**src/rtl/ch_pack.sv**
```systemverilog
// Channel sample packer: buffers {sof, I, Q} samples and streams them
// to the RX FIFO as I/Q word pairs, with frame resync after any overrun.
module ch_pack #(
   parameter int DEPTH = 4
) (
   input  logic        clk,
   input  logic        rst,
   input  logic        enable,
   input  logic        strobe,
   input  logic [2:0]  sel,
   input  logic [2:0]  channels,
   input  logic [15:0] data_i,
   input  logic [15:0] data_q,
   input  logic        fifo_full,
   output logic        wr_en,
   output logic [15:0] wr_data,
   output logic        sof,
   output logic        overrun,
   output logic [15:0] overrun_cnt
);

   localparam int AW = $clog2(DEPTH);
   localparam logic [AW:0] FULL = (AW + 1)'(DEPTH);
   localparam logic [AW:0] ONE  = (AW + 1)'(1);

   typedef enum logic [1:0] {
      IDLE,
      EMIT_I,
      EMIT_Q
   } state_t;

   state_t        state;
   state_t        state_nxt;
   logic [32:0]   mem [DEPTH];
   logic [32:0]   head;
   logic [AW-1:0] wptr;
   logic [AW-1:0] rptr;
   logic [AW:0]   count;
   logic          sync;
   logic          qual;
   logic          push;
   logic          pop;
   logic          drop;
   logic          wr_en_nxt;
   logic [15:0]   wr_data_nxt;
   logic          sof_nxt;

   // While resyncing only a channel-0 sample may start the stream.
   assign qual = strobe && enable && (sel <= channels)
              && (!sync || sel == 3'd0);
   assign pop  = (state == EMIT_Q) && !fifo_full;
   assign drop = qual && (count == FULL) && !pop;
   assign push = qual && !drop;
   assign head = mem[rptr];

   always_ff @(posedge clk) begin
      if (push) begin
         mem[wptr] <= {sel == 3'd0, data_i, data_q};
      end
   end

   always_ff @(posedge clk) begin
      if (rst) begin
         wptr        <= '0;
         rptr        <= '0;
         count       <= '0;
         sync        <= 1'b1;
         overrun     <= 1'b0;
         overrun_cnt <= '0;
      end else begin
         if (push) begin
            wptr <= wptr + 1'b1;
         end
         if (pop) begin
            rptr <= rptr + 1'b1;
         end
         unique case ({push, pop})
            2'b10:   count <= count + ONE;
            2'b01:   count <= count - ONE;
            default: count <= count;
         endcase
         if (drop) begin
            sync    <= 1'b1;
            overrun <= 1'b1;
            if (overrun_cnt != 16'hFFFF) begin
               overrun_cnt <= overrun_cnt + 16'd1;
            end
         end else if (push) begin
            sync <= 1'b0;
         end
      end
   end

   always_ff @(posedge clk) begin
      if (rst) begin
         state <= IDLE;
      end else begin
         state <= state_nxt;
      end
   end

   always_comb begin
      state_nxt = state;
      unique case (state)
         IDLE: begin
            if (count != '0) begin
               state_nxt = EMIT_I;
            end
         end
         EMIT_I: begin
            if (!fifo_full) begin
               state_nxt = EMIT_Q;
            end
         end
         EMIT_Q: begin
            if (!fifo_full) begin
               state_nxt = (count > ONE) ? EMIT_I : IDLE;
            end
         end
         default: state_nxt = IDLE;
      endcase
   end

   always_comb begin
      wr_en_nxt   = 1'b0;
      wr_data_nxt = wr_data;
      sof_nxt     = sof;
      if (state == EMIT_I && !fifo_full) begin
         wr_en_nxt   = 1'b1;
         wr_data_nxt = head[31:16];
         sof_nxt     = head[32];
      end else if (state == EMIT_Q && !fifo_full) begin
         wr_en_nxt   = 1'b1;
         wr_data_nxt = head[15:0];
         sof_nxt     = 1'b0;
      end
   end

   always_ff @(posedge clk) begin
      if (rst) begin
         wr_en   <= 1'b0;
         wr_data <= '0;
         sof     <= 1'b0;
      end else begin
         wr_en   <= wr_en_nxt;
         wr_data <= wr_data_nxt;
         sof     <= sof_nxt;
      end
   end

endmodule
```
**config.mk**
```make
export PLATFORM = sky130hd
export DESIGN_NAME = ch_pack
export DESIGN_NICKNAME = d
export VERILOG_FILES = /design/src/rtl/ch_pack.sv
export SDC_FILE = /design/constraint.sdc
export NUM_CORES = 1
export LEC_CHECK = 0
export ABC_CLOCK_PERIOD_IN_PS = 7550
export CORE_UTILIZATION = 56
export DETAILED_ROUTE_END_ITERATION = 16
export PLACE_DENSITY = 0.86
export SYNTH_ARGS = -nofsm -noshare
export SYNTH_HDL_FRONTEND = slang
export SYNTH_SLANG_ARGS = --single-unit
```
**constraint.sdc**
```tcl
create_clock -name clk -period 7.55 [get_ports clk]
set_input_delay 1.51 -clock clk [delete_from_list [all_inputs] [get_ports clk]]
set_output_delay 1.51 -clock clk [all_outputs]
set_load 0.05 [all_outputs]
```
==> results.txt, run 1 <==
The flow ran to the end, and the final reports show no timing, DRC or antenna violations. The final setup slack of the worst path is between 3 and 4 ns. Tracing the worst setup path back leads to its startpoint at channels[1]. The leakage power total came out at 2.708 nW. The number of buffers added for setup after CTS is 0. The setup slack at placement came out at roughly 3.1 ns. The headroom to the max-slew limit is 33.06%. The routing usage on met3 came out at ~6.2%. The HPWL after detailed placement is roughly 8000 um. The buffer depth of the longest clock path is 2.

The site row count is 40. The clock transition at the register clock pins on the worst setup and hold paths after CTS is roughly 0.060 ns. In this run the vertical extent of the chip is 113.7 um.

The signal arrival time at the worst endpoint is slightly above 4 ns. The total via count after detailed routing is between 3000 and 4000. The largest net degree at the start of global routing came out at between 40 and 50. At the pin with the least slew margin, the transition time is 0.9915 ns.

The initial antenna violation count is 0. The total I/O pin count is 78. In this run, the number of DRC markers left after iteration 0 of detailed routing was approximately 360. The share of cells above drive strength 1 is around 15%.

Routability-driven placement finished with a final weighted congestion of slightly above 0.8. The total congestion overflow after global routing came out at 0. The final number of max-transition violations is 0. The width of the die came out at between 100 and 150 um. The worst setup path is of the in2reg kind. The final instance area came out at ~8500 sq um. The number of nets in the synthesized netlist is a little under 500. For this design, the CTS-stage hold fixing added 0 buffers. The buffer cell driving the clock tree root is sky130_fd_sc_hd__clkbuf_16. The shortest clock period the worst path allows after layout is 4.019 ns.

For this run, the number of Yosys warnings is 0. The post-cts repair resize count is 0. The number of cells on the worst reg-to-reg path is 6. The critical path capture point is mem[3][24].

The mean number of vias per cell came out at between 5 and 6. Setup repair after global routing left no endpoint under its margin. The netlist area before placement came out at approximately 7000 sq um. Across the routed clock network, the largest skew measured is 0.009051 ns. Setup violations remaining at the end of the flow were counted as 0.

VDD sags by at most roughly 0.00023 V. The core outline area is roughly 12000 sq um. The count of fill cells added during filler insertion is approximately 760. The number of buffers inserted during clock tree synthesis is 17. The overall fraction of global-route tracks in use came out at a little under a quarter. The antenna diode instance count is 0. The number of iterations in the first detailed-routing pass is 5. Input and output buffers added on the ports amount to 77. The average footprint of a synthesized cell came out at 16.07 sq um. In the global route stage, met1 resource usage came out at between 20% and 30%. The type of the most critical hold path is reg2reg.

The floorplan die area came out at 12940 sq um. The critical path launch point type is a primary input. The net count of the finished layout is 573. The initial cell density of the core is 57.73%.

The insertion delay to the later sink of the worst-skew pair came out at roughly 0.43 ns. The residual DRC count came out at 0. The post-detailed-routing wire length is around 13000 um. The startpoint of the worst register-to-register path is state[1].

The busiest layer in global routing is met2. The maximum achievable frequency came out at 0.2488 GHz. TritonCTS built the clock tree. The endpoint identified for the worst register-to-register timing path is mem[3][24]. In the final routed layout, each cell accounts on average for between 15 and 20 um.

The post-route fraction of the period consumed by the critical path is between 50% and 60%. The area of placed instances came out at between 7000 and 8000 sq um. The power per cell area came out at 255.8 nW/um^2. The worst setup path is captured at a flip-flop. The maximum fanout count along the critical path came out at 33. The count of nets left with antenna violations once routing finished came out at 0. The clock sink count came out at 179. The count of distinct cell types in the synthesized netlist is 38. The synthesis-to-layout area growth came out at 21.94%. The total negative slack came out at 0 ns. The count of endpoints failing hold in the final timing report is 0. The reg2reg setup slack is 4.97 ns. The synthesized flop and latch total came out at between 150 and 200. Cells fill a little over two thirds of the core in the end.

The depth of the CTS H-tree is 4. Across the run, the number of max-cap violations was 0. The post-synthesis sequential area ratio came out at between 70% and 80%.

The global-route wire length before repair is 21270 um. The number of global-route vias before repair came to just over 4000. The global-route track usage on met2 came out at roughly two fifths.

The cell count after synthesis came out at ~440. Data on the critical path is required at its endpoint by around 7.6 ns.
==> cell type report <==
| cell class | instances | area [sq um] | share of cell area, % |
|---|---|---|---|
| Clock inverter | 14 | 147.6 | 1.732 |
| Inverter | 12 | 45.04 | 0.5283 |
| Multi-Input combinational cell | 223 | 1962 | 23.01 |
| Sequential cell | 179 | 4906 | 57.54 |
| Clock buffer | 18 | 429.2 | 5.034 |
| Timing Repair Buffer | 85 | 825.8 | 9.686 |
| Tap cell | 168 | 210.2 | 2.466 |
==> cell usage in the layout, fill, tap and decap left out, drive strengths merged, types with 4 or more instances in the layout <==
cell           count
a21oi             22
a22oi             17
and2               5
buf                9
clkbuf            18
clkdlybuf4s50     76
clkinv             7
dfxtp             47
edfxtp           132
ha                12
inv               17
mux2i              4
mux4              33
nand2             26
nand3              6
nand4              6
nor2              35
nor2b              5
nor3              12
o21ai              4
xnor2             17
==> power breakdown <==
group	total, mW	switching (mW)	leakage [nW]	internal [mW]
Sequential	1.10	0.0170	1.57	1.08
Clock	0.854	0.364	0.285	0.490
Combinational	0.232	0.141	0.856	0.0909
==> routing by layer <==
| layer | part of all wire, % | routed length (um) | vias up |
|---|---|---|---|
| met5 | 0 | 0 | - |
| li1 | - | - | 1823 |
| met1 | 40 | 5364 | 1982 |
| met3 | 6.3 | 839 | 16 |
| met4 | 1.5 | 203 | 0 |
| met2 | 52 | 6993 | 139 |
==> cell usage after synthesis <==
library cell | instances | area, sq um
sky130_fd_sc_hd__edfxtp_1 | 132 | 3964
sky130_fd_sc_hd__dfxtp_1 | 47 | 940.9
sky130_fd_sc_hd__nor2_1 | 35 | 131.4
sky130_fd_sc_hd__mux4_2 | 33 | 743.2
sky130_fd_sc_hd__nand2_1 | 26 | 97.59
sky130_fd_sc_hd__a21oi_1 | 22 | 110.1
sky130_fd_sc_hd__a22oi_1 | 17 | 127.6
sky130_fd_sc_hd__xnor2_1 | 17 | 148.9
sky130_fd_sc_hd__clkbuf_1 | 14 | 52.55
sky130_fd_sc_hd__ha_1 | 12 | 150.1
sky130_fd_sc_hd__inv_1 | 12 | 45.04
sky130_fd_sc_hd__nor3_1 | 12 | 60.06
sky130_fd_sc_hd__nand3_1 | 6 | 30.03
sky130_fd_sc_hd__and2_1 | 5 | 31.28
sky130_fd_sc_hd__buf_2 | 5 | 25.02
sky130_fd_sc_hd__nand4_1 | 5 | 31.28
sky130_fd_sc_hd__nor2b_1 | 5 | 31.28
sky130_fd_sc_hd__mux2i_1 | 4 | 40.04
sky130_fd_sc_hd__o21ai_0 | 4 | 20.02
sky130_fd_sc_hd__a2111oi_0 | 2 | 17.52
sky130_fd_sc_hd__a211oi_1 | 2 | 15.01
sky130_fd_sc_hd__buf_1 | 2 | 7.510
sky130_fd_sc_hd__and4_1 | 1 | 8.760
sky130_fd_sc_hd__mux2_4 | 1 | 15.01
sky130_fd_sc_hd__nand2b_1 | 1 | 6.260
sky130_fd_sc_hd__nand4_4 | 1 | 21.27
sky130_fd_sc_hd__nor3b_1 | 1 | 7.510
sky130_fd_sc_hd__nor3b_4 | 1 | 18.77
sky130_fd_sc_hd__nor4b_1 | 1 | 8.760
sky130_fd_sc_hd__nor4b_2 | 1 | 15.01
sky130_fd_sc_hd__o2111ai_2 | 1 | 15.01
sky130_fd_sc_hd__o21bai_1 | 1 | 7.510
sky130_fd_sc_hd__o311ai_0 | 1 | 8.760
sky130_fd_sc_hd__or2_1 | 1 | 6.260
sky130_fd_sc_hd__or2_2 | 1 | 6.260
sky130_fd_sc_hd__or3_1 | 1 | 6.260
sky130_fd_sc_hd__or4_4 | 1 | 11.26
sky130_fd_sc_hd__xor2_1 | 1 | 8.760
==> cell families after synthesis <==
group                      share of synthesized area [%]
adders and majority gates                          2.147
DFF                                                70.15
buffers and inverters                              1.861
AOI/OAI and AO/OA                                  4.599
and+or+nand+nor                                    7.570
xor gates and xnor gates                           2.255
muxes                                              11.42
==> critical path: stages <==
cell,delay [ns]
sky130_fd_sc_hd__clkdlybuf4s50_1,0.48
sky130_fd_sc_hd__inv_1,0.05
sky130_fd_sc_hd__ha_1,0.30
sky130_fd_sc_hd__a211oi_1,0.26
sky130_fd_sc_hd__o2111ai_2,0.15
sky130_fd_sc_hd__buf_4,0.23
sky130_fd_sc_hd__nor2_1,0.40
sky130_fd_sc_hd__and2_1,0.24
sky130_fd_sc_hd__buf_4,0.44
==> state kept, by name, summed over array words and instances (netlist names), named ones only <==
signal,count
sync,1
mem,132
state,2
wr_data,16
overrun_cnt,16
count,3
wptr,2
sof,1
rptr,2
overrun,1
wr_en,1
==> worst min-delay path by stage <==
stage | start | to | slack, ns | cells after the start
after detailed placement | wr_data[4] | wr_data[4] | 0.45 | 2
after global placement | wr_data[1] | wr_data[1] | 0.44 | 2
after global routing | wr_data[4] | wr_data[4] | 0.47 | 2
after floorplan | sync | sync | 0.47 | 2
after CTS | wr_data[4] | wr_data[4] | 0.46 | 2
final | wr_data[4] | wr_data[4] | 0.46 | 2
==> per-stage QoR <==
| step | power, mW | hold slack (ns) | instances |
|---|---|---|---|
| 2_1_floorplan | 1.258 | 0.4704 | 435 |
| 3_3_place_gp | 1.337 | 0.4404 | 667 |
| 3_5_place_dp | 1.346 | 0.4506 | 667 |
| 4_1_cts | 2.196 | 0.4586 | 699 |
| 5_1_grt | 2.253 | 0.4712 | 699 |
| 6_report | 2.181 | 0.4590 | 699 |
No activity file was read; power rests on OpenSTA's default activity.
==> inputs of run 2 (changes only) <==
- ABC_CLOCK_PERIOD_IN_PS: 7550 -> 4000
- clock period: 7.55 -> 4 ns (I/O delays scaled with it)
==> run 2 against run 1 <==
  * Wire length up 9.5%
  * Worst setup slack worse by 2.4 ns
  * Sequential share of layout area decreased by 0.64 points
  * Clock skew decreased by 0.0021 ns
  * Cell area grew 1.1%
  * Largest power group unchanged
==> results.txt, run 2 (synthesis results as in run 1) <==
The largest individual stage delay along the critical path comes from the cell sky130_fd_sc_hd__clkdlybuf4s50_1. The number of flip-flops under the largest register name is 132. The largest net degree at the start of global routing is 48.

The post-route fraction of the period consumed by the critical path is 72.64%. The area of the multi-input gates came out at between 1500 and 2000 sq um. On the final layout, the worst clock skew is roughly 0.007 ns. The cts-stage hold buffer count came out at 0.

The initial antenna violation count is 0. The kind of capture point of the worst setup path is a flip-flop. Leaving out fill and tap cells, the most frequent cell in the layout is sky130_fd_sc_hd__edfxtp_1. The setup slack at placement came out at between 0.6 and 0.7 ns. After layout, the worst setup slack is around 1.1 ns. Setup repair after global routing left no endpoint under its margin.

In this run the deepest clock path goes through 2 buffers. At the pin with the least slew margin, the transition time is 0.9716 ns. The wire length per cell is around 21 um. The core outline area came out at about 12000 sq um. The family with the most delay on the worst path is buffers and inverters. The post-route antenna net violation count came out at 0. The largest registers in the layout are mem (132), overrun_cnt (16), wr_data (16). The final number of max-transition violations came out at 0. Walking the worst path, the cells encountered are clkdlybuf4s50_1 > inv_1 > ha_1 > a211oi_1 > o2111ai_2 > nor2_1 > buf_4 > and2_1 > buf_4.

By instance count, the cell type seen most on the critical path is sky130_fd_sc_hd__buf_4. The critical path in this run is classified as in2reg. The depth of the CTS H-tree is 4.

Clock latency on the worst-skew pair, taken at its later pin, is 0.43 ns. The die is ~110 um tall. In this design, the stage delay of the slowest critical-path cell is about 0.46 ns. The final layout contains routed wiring with a total length of 14680 um.

The most flop-heavy register is mem. The critical path data required time is ~4 ns. The flow ran to the end, and the final reports show no timing, DRC or antenna violations. The maximum vdd drop is around 0.00043 V.

The number of nets in the finished design came out at roughly 580. The residual DRC count came out at 0. The count of port buffers added during placement is 77.

Registers take approximately 4900 sq um. The HPWL after detailed placement came out at between 9000 and 10000 um. The violation count after the first detailed-routing iteration came out at ~220.

The buffers plus inverters on the worst setup path came out at 4. Counting the fill cells in the layout gives between 700 and 800. Dividing the detail-routed via count by the number of cells gives approximately 5.8.

The headroom to the max-slew limit came out at a little over a third. The site row count is 40. The floorplan die area came out at ~13000 sq um. The total I/O pin count is 78.

The last weighted congestion value of the routability-driven placer came out at about 0.8. Global routing used around 25% of the available tracks. The signal arrival time at the worst endpoint is 3.01 ns.

Setup total negative slack on the finished layout was measured at 0 ns. The total congestion overflow after global routing came out at 0. The buffer cell driving the clock tree root is sky130_fd_sc_hd__clkbuf_16. The number of global-route vias before repair came out at between 4000 and 5000.

The leakage power total is 2.757 nW. The count of endpoints failing hold in the final timing report came to 0. For this configuration, the core starts out at a cell density of around 58%. Counting the buffers created by CTS gives 17. The synthesis-to-layout area growth is 23.32%.

The first detailed-routing pass ran for 5 iterations. The total via count after detailed routing is ~4000. The global-route wire length before repair came out at between 20000 and 25000 um. The share of cells above drive strength 1 came out at around 17%.

The tree built by TritonCTS fans out to about 180 sinks. The type of the most critical hold path is reg2reg. The number of antenna diodes in the final layout is 0. The clock transition at the register clock pins on the worst setup and hold paths after CTS is approximately 0.060 ns.

The post-cts repair resize count came out at 0. The setup-violating endpoint count in the final report is 0. The maximum achievable frequency came out at 0.3442 GHz. The critical path launch point type is a primary input. In the layout the commonest cells are sky130_fd_sc_hd__edfxtp_1 (132), sky130_fd_sc_hd__clkdlybuf4s50_1 (76), sky130_fd_sc_hd__dfxtp_1 (46), sky130_fd_sc_hd__nor2_1 (34), sky130_fd_sc_hd__mux4_2 (33). The width of the die is 113.7 um. Max-cap violations in this run came to 0.

The shortest clock period the worst path allows after layout came out at slightly below 3 ns. The power per cell area came out at ~490 nW/um^2. TritonCTS built the clock tree. The maximum fanout count along the critical path came out at 19.

The number of buffers added for setup after CTS is 0.
run 2: changes by cell type in the layout (fill, tap and decap cells not counted):
cell | before | now
sky130_fd_sc_hd__clkbuf_1 | 1 | 2
sky130_fd_sc_hd__clkbuf_8 | 0 | 1
sky130_fd_sc_hd__clkinvlp_4 | 0 | 2
sky130_fd_sc_hd__clkinv_1 | 2 | 1
sky130_fd_sc_hd__buf_4 | 8 | 15
sky130_fd_sc_hd__clkinv_4 | 3 | 2
sky130_fd_sc_hd__inv_6 | 5 | 2
sky130_fd_sc_hd__buf_12 | 0 | 1
sky130_fd_sc_hd__bufinv_16 | 2 | 3
run 2: worst register-to-register path: stages, from the launching register on:
cell and delay [ns]:
sky130_fd_sc_hd__dfxtp_2 0.82, sky130_fd_sc_hd__buf_4 0.41, sky130_fd_sc_hd__mux4_2 0.57, sky130_fd_sc_hd__a22oi_1 0.26
sky130_fd_sc_hd__a21oi_1 0.10
run 2: per-layer routing:
layer	vias up	GRT usage, %	wire, um
met5	-	0	0
met4	0	10.00	261
met3	25	6.482	775
met2	142	43.09	7802
met1	2067	30.52	5838
li1	1837	-	-
run 2: per-stage QoR:
stage	std cells	total power [mW]	utilization, %	hold slack, ns	instance area, sq um
6_report	707	4.209	71.19	0.4527	8622
5_1_grt	707	4.335	71.19	0.4743	8622
4_1_cts	707	4.222	71.19	0.4579	8622
3_5_place_dp	675	2.556	66.23	0.4482	8021
3_3_place_gp	675	2.536	66.23	0.4411	8021
2_1_floorplan	435	2.374	-	0.4704	6992
run 2: power breakdown:
group          switching (mW)  internal, mW
registers              0.0416          2.04
clock network           0.684          1.00
logic                   0.269         0.179
total                   0.995          3.21
run 2: path summary, 6_finish.rpt:
kind / from / end / slack [ns] / depth (start not counted)
max: channels[1] / mem[3][27] / 1.09 / 9
max reg2reg: flip-flop / wr_data[7] / 1.68 / 4
min: wr_data[3] / wr_data[3] / 0.45 / 2
min reg2reg: wr_data[3] / wr_data[3] / 0.45 / 2
run 2: layout make-up:
class                           count  area share [%]
Clock buffer                       20           5.181
Timing Repair Buffer               93           10.42
Clock inverter                     12           1.785
Multi-Input combinational cell    223           22.75
Tap cell                          168           2.438
Inverter                           12          0.5224
Sequential cell                   179           56.90
